===== src/rtl/spi_frame_builder.sv =====
// Builds a fixed SPI tx frame {time, cnt0..cnt(NCNT-1), crc} from periodic snapshots and
// publishes it only while no SPI transfer is active. Define FRAME_CRC_EN to add a CRC-32/BZIP2 word.
module spi_frame_builder #(
    parameter int NCNT = 10
) (
    input  logic                     clk,
    input  logic                     rst,
    input  logic                     ssel,
    input  logic [31:0]              time_in,
    input  logic [32*NCNT-1:0]       cnt_flat,
    output logic [32*(NCNT+2)-1:0]   frame_out,
    output logic                     frame_valid,
    output logic [7:0]               frame_seq
);
    localparam int SNAP_W = 32*(NCNT+1);
    localparam int FW     = 32*(NCNT+2);

    typedef enum logic [1:0] {IDLE, CRC, PUBLISH} state_t;

    state_t              state_q, state_d;
    logic                sync1_q, sync2_q;
    logic [SNAP_W-1:0]   snap_q, snap_d, snap_in;
    logic [FW-1:0]       frame_q, frame_d;
    logic                valid_q, valid_d;
    logic [7:0]          seq_q, seq_d;
    logic [31:0]         crc_word;
    logic                transfer_active;

    // Snapshot word order: time in the top word, then cnt0 downward to cnt(NCNT-1).
    assign snap_in[SNAP_W-1 -: 32] = time_in;
    for (genvar gi = 0; gi < NCNT; gi++) begin : g_snap
        assign snap_in[32*(NCNT-1-gi) +: 32] = cnt_flat[32*gi +: 32];
    end

    assign transfer_active = ~sync2_q;

`ifdef FRAME_CRC_EN
    localparam int NBYTES = 4*(NCNT+1);
    localparam int IDX_W  = $clog2(NBYTES);
    localparam int SEL_W  = $clog2(SNAP_W);

    logic [31:0]      crc_q, crc_d;
    logic [IDX_W-1:0] idx_q, idx_d;
    logic [SEL_W-1:0] byte_lsb;
    logic [7:0]       cur_byte;

    // Non-reflected CRC-32 update, MSB of the data byte first.
    function automatic logic [31:0] crc32_byte(input logic [31:0] crc, input logic [7:0] data);
        logic [31:0] c;
        c = crc ^ {data, 24'h0};
        for (int b = 0; b < 8; b++) begin
            c = c[31] ? ((c << 1) ^ 32'h04C11DB7) : (c << 1);
        end
        return c;
    endfunction

    assign byte_lsb = SEL_W'(8*(NBYTES-1-int'(idx_q)));
    assign cur_byte = snap_q[byte_lsb +: 8];
    assign crc_word = ~crc_q;
`else
    assign crc_word = 32'h0;
`endif

    always_ff @(posedge clk) begin
        if (rst) begin
            state_q <= IDLE;
            sync1_q <= 1'b1;
            sync2_q <= 1'b1;
            snap_q  <= '0;
            frame_q <= '0;
            valid_q <= 1'b0;
            seq_q   <= 8'd0;
`ifdef FRAME_CRC_EN
            crc_q   <= 32'hFFFFFFFF;
            idx_q   <= '0;
`endif
        end else begin
            state_q <= state_d;
            sync1_q <= ssel;
            sync2_q <= sync1_q;
            snap_q  <= snap_d;
            frame_q <= frame_d;
            valid_q <= valid_d;
            seq_q   <= seq_d;
`ifdef FRAME_CRC_EN
            crc_q   <= crc_d;
            idx_q   <= idx_d;
`endif
        end
    end

    always_comb begin
        state_d = state_q;
        snap_d  = snap_q;
        frame_d = frame_q;
        valid_d = valid_q;
        seq_d   = seq_q;
`ifdef FRAME_CRC_EN
        crc_d   = crc_q;
        idx_d   = idx_q;
`endif
        case (state_q)
            IDLE: begin
                if (!transfer_active) begin
                    snap_d = snap_in;
`ifdef FRAME_CRC_EN
                    crc_d   = 32'hFFFFFFFF;
                    idx_d   = '0;
                    state_d = CRC;
`else
                    state_d = PUBLISH;
`endif
                end
            end
            CRC: begin
`ifdef FRAME_CRC_EN
                // A transfer starting here does not abort; only PUBLISH looks at it.
                crc_d = crc32_byte(crc_q, cur_byte);
                idx_d = idx_q + 1'b1;
                if (idx_q == IDX_W'(NBYTES-1)) begin
                    state_d = PUBLISH;
                end
`else
                state_d = IDLE;
`endif
            end
            PUBLISH: begin
                if (!transfer_active) begin
                    frame_d = {snap_q, crc_word};
                    valid_d = 1'b1;
                    seq_d   = seq_q + 8'd1;
                end
                state_d = IDLE;
            end
            default: state_d = IDLE;
        endcase
    end

    assign frame_out   = frame_q;
    assign frame_valid = valid_q;
    assign frame_seq   = seq_q;
endmodule


===== config.mk =====
export PLATFORM = sky130hd
export DESIGN_NAME = spi_frame_builder
export DESIGN_NICKNAME = d
export VERILOG_FILES = /design/src/rtl/spi_frame_builder.sv
export SDC_FILE = /design/constraint.sdc
export NUM_CORES = 1
export LEC_CHECK = 0
export ABC_AREA = 1
export BUFFER_PORTS_ARGS = -buffer_cell sky130_fd_sc_hd__buf_2
export CAP_MARGIN = 10
export CORE_AREA = 4 4 293 295
export CTS_CLUSTER_SIZE = 30
export DETAILED_ROUTE_END_ITERATION = 6
export DIE_AREA = 0 0 297 299
export SLEW_MARGIN = 20
export SYNTH_ARGS = -nofsm -noshare
export SYNTH_HDL_FRONTEND = slang
export SYNTH_SLANG_ARGS = --single-unit

===== constraint.sdc =====
create_clock -name clk -period 1.35 [get_ports clk]
set_input_delay 0 -clock clk [delete_from_list [all_inputs] [get_ports clk]]
set_output_delay 0 -clock clk [all_outputs]
set_load 0.02 [all_outputs]

==> results of run 1 <==
## cells in the final DEF, fill, tap and decap left out, drive strengths merged, types with 12 or more instances in the layout
cell	n
o21ai	705
conb	32
clkbuf	118
inv	18
dfxtp	716
buf	866
clkinv	12
dlygate4sd3	355
nor2	1424
nand2	15
## cells by family (layout without fill, tap and decap cells)
kind of cell | count (synthesis) | after routing | synth area share (%)
flops | 716 | 716 | 57.86
other cells | 1 | 34 | 0.01514
simple gates | 1448 | 1448 | 22.02
compound gates | 710 | 710 | 14.35
fa+ha+maj | 1 | 1 | 0.05049
buf+inv | 280 | 1375 | 5.707
## worst paths after layout
path | startpoint | endpoint | slack, ps | cells after the start
min | time_in[26] | snap_q[346]$_SDFFE_PP0P_ | 140 | 4
min reg2reg | sync1_q$_SDFF_PP1_ | sync2_q$_SDFF_PP1_ | 420 | 1
max reg2reg | sync2_q$_SDFF_PP1_ | snap_q[2]$_SDFFE_PP0P_ | -100 | 8
max | sync2_q$_SDFF_PP1_ | snap_q[2]$_SDFFE_PP0P_ | -100 | 8
## metal layers
layer / vias to the layer above / part of all wire [%] / track usage (%)
li1: 12190 / - / -
met1: 11250 / 41 / 21.86
met2: 843 / 48 / 31.40
met3: 243 / 5.6 / 3.625
met4: 0 / 4.9 / 8.966
met5: - / 0 / 0
## flip-flops by register name, summed over array words and instances, names as in the netlist
signal / cells
state_q: 1
snap_q: 352
frame_seq: 8
frame_valid: 1
frame_out: 352
sync2_q: 1
sync1_q: 1
## power groups by stage
stage / clock, µW / sequential (µW) / combinational [µW]
finish: 21200 / 24100 / 9180
global route: 22600 / 24300 / 10100
CTS: 21800 / 24100 / 8960
detailed placement: 0 / 24500 / 7830
global placement: 0 / 24500 / 7770
floorplan: 0 / 25400 / 3640
## synthesized netlist by cell type, types with 4 or more instances
cell type	instances	area share [%]
buf_4	50	1.5
nor2_1	1422	22
a21oi_1	4	0.081
dfxtp_1	716	58
nand3_1	6	0.12
inv_2	4	0.061
o21ai_1	86	1.7
nand2_1	15	0.23
buf_2	74	1.5
o21ai_0	619	13
clkbuf_1	129	2.0
inv_1	10	0.15
buf_6	11	0.50
## timing repair
item                                    in CTS  in global routing
endpoints found under the setup margin     483                445
buffers inserted                             4                  2
gates resized for setup                     89                 47
cloned                                       6                  9
endpoints found under the hold margin      365                  0
pin swaps                                    1                  5
hold buffers                               355                  0
## final cells by class
type	count	area, µm²
multi-input cells	2191	9278
well taps	1080	1351
inverters	14	86.33
diodes	2	5.005
clock inverters	22	332.8
flip-flops and latches	716	14340
repair buffers	1228	9209
clock buffers	111	2213
fillers	8110	46340
## worst max-delay path: cells and delay by family, from the launching register on
kind	cells	cell delay (ps)
AND/OR/NAND/NOR	2	90
AO/OA/AOI/OAI	1	180
buffers and inverters	5	690
flip-flops	1	360
## through the flow
stage | hold WS, ps | setup TNS, ps | worst slack, ps | instance area, µm² | util (%)
2_1_floorplan | 72.38 | 0 | 142.3 | 24890 | -
3_3_place_gp | 198.1 | -27990 | -253.9 | 30000 | 36.07
3_5_place_dp | 204.0 | -37340 | -247.6 | 30000 | 36.07
4_1_cts | 77.10 | -6105 | -72.07 | 36500 | 43.90
5_1_grt | 114.1 | -27240 | -159.9 | 36820 | 44.27
6_report | 137.7 | -2931 | -99.46 | 36820 | 44.27
==> results.json, run 1 <==
{
  "ir_drop_uv": 908.1,
  "synthFlopType": "dfxtp_1",
  "rsz0062_at_grt": "yes",
  "hp-class": "primary input to flop",
  "grt-ovfl-total": 0,
  "finalWorstSetupSlack_ps": -99.46,
  "final_layout_size_suffix_gt1_share_pct": 24.31,
  "die_w_um": 297,
  "via_per_inst": 4.573,
  "drv_slew": 0,
  "clk_path_buf_depth": 3,
  "pwr-share-comb_pct": 16.8,
  "maxCapViolCount": 0,
  "insertion_delay_ps": 620,
  "crit_required_ps": 1850,
  "vias": 24530,
  "post-route-min-period_ps": 1449,
  "sw_frac_of_total_pct": 27.87,
  "yosysSeqAreaShare_pct": 57.86,
  "drcViolationCount": 0,
  "syn-cell-area_mm2": 0.02478,
  "seqPwrFrac_pct": 44.3,
  "ys_types": 20,
  "setup_viol": 124,
  "cp_slowest_cell": "dfxtp_4",
  "h-tree-depth": 3,
  "ys_seq_elements": 716,
  "cts_buffers": 76,
  "num_rows": 106,
  "critPathMaxFanout": 8,
  "synth-async-reset-ratio_pct": 0,
  "clk_pin_slew_ps": 60,
  "firstDrtPassIters": 5,
  "total_power_uw": 54510,
  "fp.dieH_um": 299,
  "wl_per_cell_um": 16.24,
  "cp_common_cell": "clkbuf_16",
  "p_sw_uw": 15190,
  "path_class": "flop to flop",
  "ios": 748,
  "crit_chain": "inv_4, nor2_4, buf_6, clkbuf_16, buf_12, clkbuf_16, o21ai_0, nor2_1",
  "hpwl_um": 57090,
  "grt_max_degree": 70,
  "intPower_uw": 39320,
  "gp_congestion": 0.8285,
  "yosys_warnings": 0,
  "drt_iter0_markers": 1504,
  "p_per_area_mw_per_mm2": 1481,
  "hold_violations": 0,
  "violations": "setup timing",
  "cp_slowest_stage_delay_ps": 360,
  "root_buffer": "clkbuf_16",
  "p_clk_share_pct": 38.9,
  "leakage_uw": 0.01677,
  "stdcell_count": 5364,
  "fin_crit_sh_pct": 107.4,
  "finClkSkew_ps": 40.85,
  "synth_edf_count": 0,
  "worstSetupEndpointType": "flop",
  "areaGrowthSynthToFinish_pct": 48.60,
  "io_buffers": 715,
  "grt_use_total_pct": 18.28,
  "die_area_mm2": 0.08880,
  "cts_tree": "done",
  "grt_pass1_wl_um": 132300,
  "routed_wl_um": 87140,
  "arrival_ps": 1940,
  "fmax_mhz": 689.9,
  "clock-sinks": 716,
  "avgSynthCellArea_um2": 7.850,
  "core_area_mm2": 0.08316,
  "outcome": "finished with violations",
  "grt_pass1_vias": 23960,
  "dp.cells": 4853,
  "ant_nets": 0,
  "syn_inst": 3156,
  "fin_nets": 4583,
  "start_kind": "flop",
  "antenna_found_initial": 2,
  "start_util_pct": 29.79
}
Note: power is estimated with default switching activity, not from simulation.
==> run 2, diff against run 1 <==
--- a/config.mk
+++ b/config.mk
@@ -5,13 +5,13 @@
 export SDC_FILE = /design/constraint.sdc
 export NUM_CORES = 1
 export LEC_CHECK = 0
-export ABC_AREA = 1
 export BUFFER_PORTS_ARGS = -buffer_cell sky130_fd_sc_hd__buf_2
 export CAP_MARGIN = 10
-export CORE_AREA = 4 4 293 295
+export CORE_AREA = 4 4 292 294
+export CTS_BUF_LIST = sky130_fd_sc_hd__clkbuf_4 sky130_fd_sc_hd__clkbuf_8 sky130_fd_sc_hd__clkbuf_16
 export CTS_CLUSTER_SIZE = 30
 export DETAILED_ROUTE_END_ITERATION = 6
-export DIE_AREA = 0 0 297 299
+export DIE_AREA = 0 0 296 298
 export SLEW_MARGIN = 20
 export SYNTH_ARGS = -nofsm -noshare
 export SYNTH_HDL_FRONTEND = slang
==> results.json, run 2 <==
{
  "grt_use_met2_pct": 31.54,
  "ios": 748,
  "syn-cell-area_mm2": 0.02466,
  "io_buffers": 715,
  "wl_per_cell_um": 17.22,
  "fin_crit_sh_pct": 107.6,
  "synthFlopType": "dfxtp_1",
  "clk_path_buf_depth": 3,
  "syn_inst": 3137,
  "multi_input_area_mm2": 0.009717,
  "grt_busiest_layer": "met2",
  "synth_edf_count": 0,
  "fmax_mhz": 688.3,
  "cts_tree": "done",
  "ir_drop_uv": 939.1,
  "gp_congestion": 0.8450,
  "stdcell_area_mm2": 0.03856,
  "dp.cells": 4859,
  "die_w_um": 296,
  "cts_buffers": 78,
  "clock-sinks": 716,
  "ant_nets": 0,
  "outcome": "finished with violations",
  "start_kind": "flop",
  "yosysTopAreaCell": "dfxtp_1",
  "areaGrowthSynthToFinish_pct": 56.35,
  "finClkSkew_ps": 25.07,
  "ys_top_cells_by_count": "nand2_1 (1412), dfxtp_1 (716), a21oi_1 (710)",
  "insertion_delay_ps": 610,
  "fin_nets": 4623,
  "use_met3_pct": 4.368,
  "finalWorstSetupSlack_ps": -102.8,
  "vias": 25180,
  "hp-class": "primary input to flop",
  "intPower_uw": 38950,
  "p_per_area_mw_per_mm2": 1367,
  "fin_tns_setup_ps": -13710,
  "use_met1_pct": 23.04,
  "synth.top_cell.area_share_pct": 58.11,
  "ys_types": 24,
  "rsz0062_at_grt": "yes",
  "drt_iter0_markers": 1433,
  "crit_required_ps": 1850,
  "utilization_pct": 46.52,
  "hold_violations": 0,
  "p_clk_share_pct": 41.7,
  "post-route-min-period_ps": 1453,
  "root_buffer": "clkbuf_16",
  "h-tree-depth": 3,
  "leakage_uw": 0.01659,
  "hpwl_um": 59460,
  "final_layout_size_suffix_gt1_share_pct": 28.18,
  "grt-ovfl-total": 0,
  "routed_wl_um": 93150,
  "fp.dieH_um": 298,
  "clk_pin_slew_ps": 60,
  "total_power_uw": 52720,
  "yosysSeqAreaShare_pct": 58.11,
  "yosys_warnings": 0,
  "placed_area_mm2": 0.03025,
  "start_util_pct": 29.76,
  "violations": "setup timing",
  "p_sw_uw": 13760,
  "arrival_ps": 1950,
  "yosys-top-cells-area": "dfxtp_1 (58%), nand2_1 (21%), a21oi_1 (14%)",
  "avgSynthCellArea_um2": 7.863,
  "mostFrequentLayoutCell": "nand2_1",
  "drv_slew": 0,
  "pwr-share-comb_pct": 14.8,
  "ys_seq_elements": 716,
  "via_per_inst": 4.654,
  "nFillCells": 7829,
  "drcViolationCount": 0,
  "sw_frac_of_total_pct": 26.10,
  "grt_pass1_vias": 24120,
  "yosysMostFrequentCell": "nand2_1",
  "die_area_mm2": 0.08821,
  "grt_max_degree": 67,
  "synth-async-reset-ratio_pct": 0,
  "mostFrequentLayoutCells": "nand2_1 (1370), buf_2 (714), dfxtp_1 (710)",
  "critPathMaxFanout": 21,
  "grt_use_total_pct": 18.99,
  "seqPwrFrac_pct": 43.5,
  "seqCellArea_mm2": 0.01435,
  "worstSetupEndpointType": "flop",
  "antenna_found_initial": 4,
  "core_area_mm2": 0.08289,
  "grt_pass1_wl_um": 133900,
  "firstDrtPassIters": 6,
  "stdcell_count": 5410,
  "maxCapViolCount": 0,
  "num_rows": 106,
  "setup_viol": 393,
  "path_class": "flop to flop"
}
==> run 2: metal layers <==
layer  vias up  wire length (µm)
met5         -                 7
met4         2              4595
met3       253              6058
met2       868             43960
met1     11750             38530
li1      12300                 -
==> run 2: path summary, 6_finish.rpt <==
path,from,slack (ps),end,depth (start not counted)
max,sync2_q$_SDFF_PP1_,-100,snap_q[195]$_SDFFE_PP0P_,5
min,ssel,160,sync1_q$_SDFF_PP1_,3
max reg2reg,sync2_q$_SDFF_PP1_,-100,snap_q[195]$_SDFFE_PP0P_,5
min reg2reg,snap_q[202]$_SDFFE_PP0P_,440,frame_out[234]$_SDFFE_PP0P_,2
==> run 2: cell families after synthesis <==
group                    Yosys count  share of synthesized area, %
other                              1                       0.01520
adder cells (fa/ha/maj)            1                       0.05072
XOR/XNOR                           2                       0.07103
flip-flops                       716                         58.11
AO/OA/AOI/OAI                    715                         14.53
buffers and inverters            270                         5.255
AND/OR/NAND/NOR                 1432                         21.97
==> run 2: cell type report <==
type | count | share of cell area [%]
Sequential cell | 716 | 37.20
Antenna cell | 5 | 0.03245
Clock buffer | 115 | 6.184
Multi-Input combinational cell | 2182 | 25.20
Inverter | 1 | 0.009734
Tap cell | 1080 | 3.504
Clock inverter | 23 | 0.7560
Timing Repair Buffer | 1288 | 27.11
==> run 2: metrics by stage <==
| step | worst slack, ps | hold slack, ps |
|---|---|---|
| floorplan | 14.37 | 103.8 |
| global placement | -99.61 | 189.4 |
| detailed placement | -113.9 | 192.4 |
| CTS | -80.25 | 83.39 |
| global route | -142.5 | 139.4 |
| finish | -102.8 | 157.9 |
==> run 2: critical path, stage by stage (launching register included) <==
cell     delay, ps
dfxtp_4        400
or2b_4         310
buf_12         170
buf_16         210
nand2_1         90
a21oi_1         80
==> run 2: power by group through the flow <==
stage,sequential [µW],clock (µW),combinational (µW)
after floorplan,23700,0,2710
after global placement,23300,0,5640
after detailed placement,23400,0,5680
after CTS,22900,22500,6830
after global routing,23000,23300,8420
final,22900,22000,7810
==> run 2: timing repair <==
action / CTS / global route
setup buffers: 4 / 16
gates resized for setup: 44 / 228
hold buffers: 354 / 0
endpoints found under the setup margin: 659 / 673
pin swaps: 6 / 35
hold endpoints to repair: 468 / 0
gates cloned: 7 / 28
==> run 3, diff against run 2 <==
--- a/config.mk
+++ b/config.mk
@@ -5,13 +5,15 @@
 export SDC_FILE = /design/constraint.sdc
 export NUM_CORES = 1
 export LEC_CHECK = 0
+export ABC_AREA = 1
 export BUFFER_PORTS_ARGS = -buffer_cell sky130_fd_sc_hd__buf_2
 export CAP_MARGIN = 10
-export CORE_AREA = 4 4 292 294
+export CORE_ASPECT_RATIO = 1.25
+export CORE_MARGIN = 4
+export CORE_UTILIZATION = 24
 export CTS_BUF_LIST = sky130_fd_sc_hd__clkbuf_4 sky130_fd_sc_hd__clkbuf_8 sky130_fd_sc_hd__clkbuf_16
 export CTS_CLUSTER_SIZE = 30
 export DETAILED_ROUTE_END_ITERATION = 6
-export DIE_AREA = 0 0 296 298
 export SLEW_MARGIN = 20
 export SYNTH_ARGS = -nofsm -noshare
 export SYNTH_HDL_FRONTEND = slang
==> constraint.sdc (replaced) <==
create_clock -name clk -period 1.35 [get_ports clk]
set_input_delay 0.2025 -clock clk [delete_from_list [all_inputs] [get_ports clk]]
set_output_delay 0.2025 -clock clk [all_outputs]
set_load 0.02 [all_outputs]
==> results.json, run 3 (same netlist as run 1, synthesis figures left out) <==
{
  "areaGrowthSynthToFinish_pct": 67.51,
  "grt_max_degree": 59,
  "die_area_mm2": 0.1085,
  "worstSetupEndpointType": "flop",
  "grt-ovfl-total": 0,
  "nFillCells": 9668,
  "grt_pass1_vias": 25310,
  "rsz0062_at_grt": "yes",
  "total_power_uw": 57640,
  "mostFrequentLayoutCell": "nor2_1",
  "die_w_um": 295.4,
  "setup_viol": 225,
  "via_per_inst": 4.453,
  "final_layout_size_suffix_gt1_share_pct": 36.85,
  "grt_use_total_pct": 16.33,
  "fin_crit_sh_pct": 108.1,
  "fin_hold_ws_ps": 337.3,
  "antenna_found_initial": 5,
  "drt_iter0_markers": 1300,
  "grt_pass1_wl_um": 141300,
  "finalWorstSetupSlack_ps": -109.4,
  "clk_path_buf_depth": 3,
  "drv_slew": 0,
  "fp.dieH_um": 367.2,
  "ir_drop_uv": 956.1,
  "arrival_ps": 1960,
  "fin_nets": 4657,
  "mostFrequentLayoutCells": "nor2_1 (1261), o21ai_0 (551), dfxtp_1 (380)",
  "drcViolationCount": 0,
  "path_class": "flop to flop",
  "wl_per_cell_um": 17.16,
  "place_ws_ps": -165.6,
  "routed_wl_um": 97670,
  "start_kind": "flop",
  "start_util_pct": 24.22,
  "core_area_mm2": 0.1023,
  "post-route-min-period_ps": 1459,
  "firstDrtPassIters": 5,
  "root_buffer": "clkbuf_16",
  "clk_pin_slew_ps": 70,
  "stdcell_count": 5692,
  "ant_nets": 0,
  "cp-startpoint": "sync2_q$_SDFF_PP1_",
  "vias": 25350,
  "hold_violations": 0,
  "h-tree-depth": 3,
  "hpwl_um": 60200,
  "cts_buffers": 75,
  "crit_required_ps": 1850,
  "cts_tree": "done",
  "utilization_pct": 40.58,
  "gp_congestion": 0.8350,
  "ios": 748,
  "io_buffers": 715,
  "dp.cells": 5145,
  "outcome": "finished with violations",
  "p_per_area_mw_per_mm2": 1389,
  "hold_start": "time_in[26]",
  "hp-class": "primary input to flop",
  "critPathMaxFanout": 15,
  "insertion_delay_ps": 630,
  "num_rows": 131,
  "fmax_mhz": 685.2,
  "finClkSkew_ps": 46.28,
  "leakage_uw": 0.01796,
  "rrSetupSlack_ps": -110,
  "maxCapViolCount": 0,
  "clock-sinks": 716,
  "rr_startpoint": "sync2_q$_SDFF_PP1_",
  "violations": "setup timing"
}
==> run 3: cell count changes in the layout (fill, tap and decap cells not counted), sizes merged, moves of 14 or more <==
cell / change
nor2: +1419
buf: +14
o21ai: +702
nand2: -1396
clkbuf: -22
a21oi: -706
==> run 3: critical path: stages, from the launching register on <==
cell and delay, ps:
dfxtp_2 330, buf_4 160, nand2_8 130, buf_16 190
buf_4 200, o21ai_0 240, nor2_1 70
==> run 3: final timing paths <==
check,end,cells past startpoint
worst max-delay path,frame_out[280]$_SDFFE_PP0P_,6
worst min-delay path,snap_q[346]$_SDFFE_PP0P_,4
worst max register to register,frame_out[280]$_SDFFE_PP0P_,6
worst min register to register,sync2_q$_SDFF_PP1_,1
==> run 3: layout make-up <==
type	count	area [µm²]	share of cell area [%]
clock buffers	100	2158	5.201
repair buffers	1301	12580	30.31
well taps	1330	1664	4.010
flip-flops and latches	716	14780	35.62
inverters	14	98.84	0.2382
diodes	4	10.01	0.02412
repair inverters	1	11.26	0.02713
multi-input cells	2192	9722	23.43
clock inverters	34	471.7	1.137
==> run 3: power breakdown <==
| part | switching [µW] | internal, µW | leakage (µW) |
|---|---|---|---|
| clock | 9190 | 12600 | 0.00129 |
| sequential | 1250 | 23200 | 0.00606 |
| combinational | 5910 | 5470 | 0.0106 |
| total | 16400 | 41300 | 0.0180 |
==> run 3: per-layer routing <==
metal	global-route usage, %	wire, µm
met5	0	0
met4	9.165	5573
met3	3.804	6421
met2	28.34	47250
met1	18.32	38420
==> run 3: what timing repair did <==
action / 4_1_cts / 5_1_grt
cloned: 9 / 23
setup buffers: 17 / 6
setup endpoints to repair: 656 / 758
gates resized for setup: 1151 / 240
hold endpoints to repair: 356 / 0
pin swaps: 3 / 13
hold buffers: 355 / 0
==> run 3: per-stage QoR <==
| step | area [µm²] | setup TNS [ps] |
|---|---|---|
| 2_1_floorplan | 24890 | 0 |
| 3_5_place_dp | 30780 | -18800 |
| 3_3_place_gp | 30780 | -17380 |
| 6_report | 41500 | -6002 |
| 5_1_grt | 41500 | -41690 |
| 4_1_cts | 40310 | -5884 |
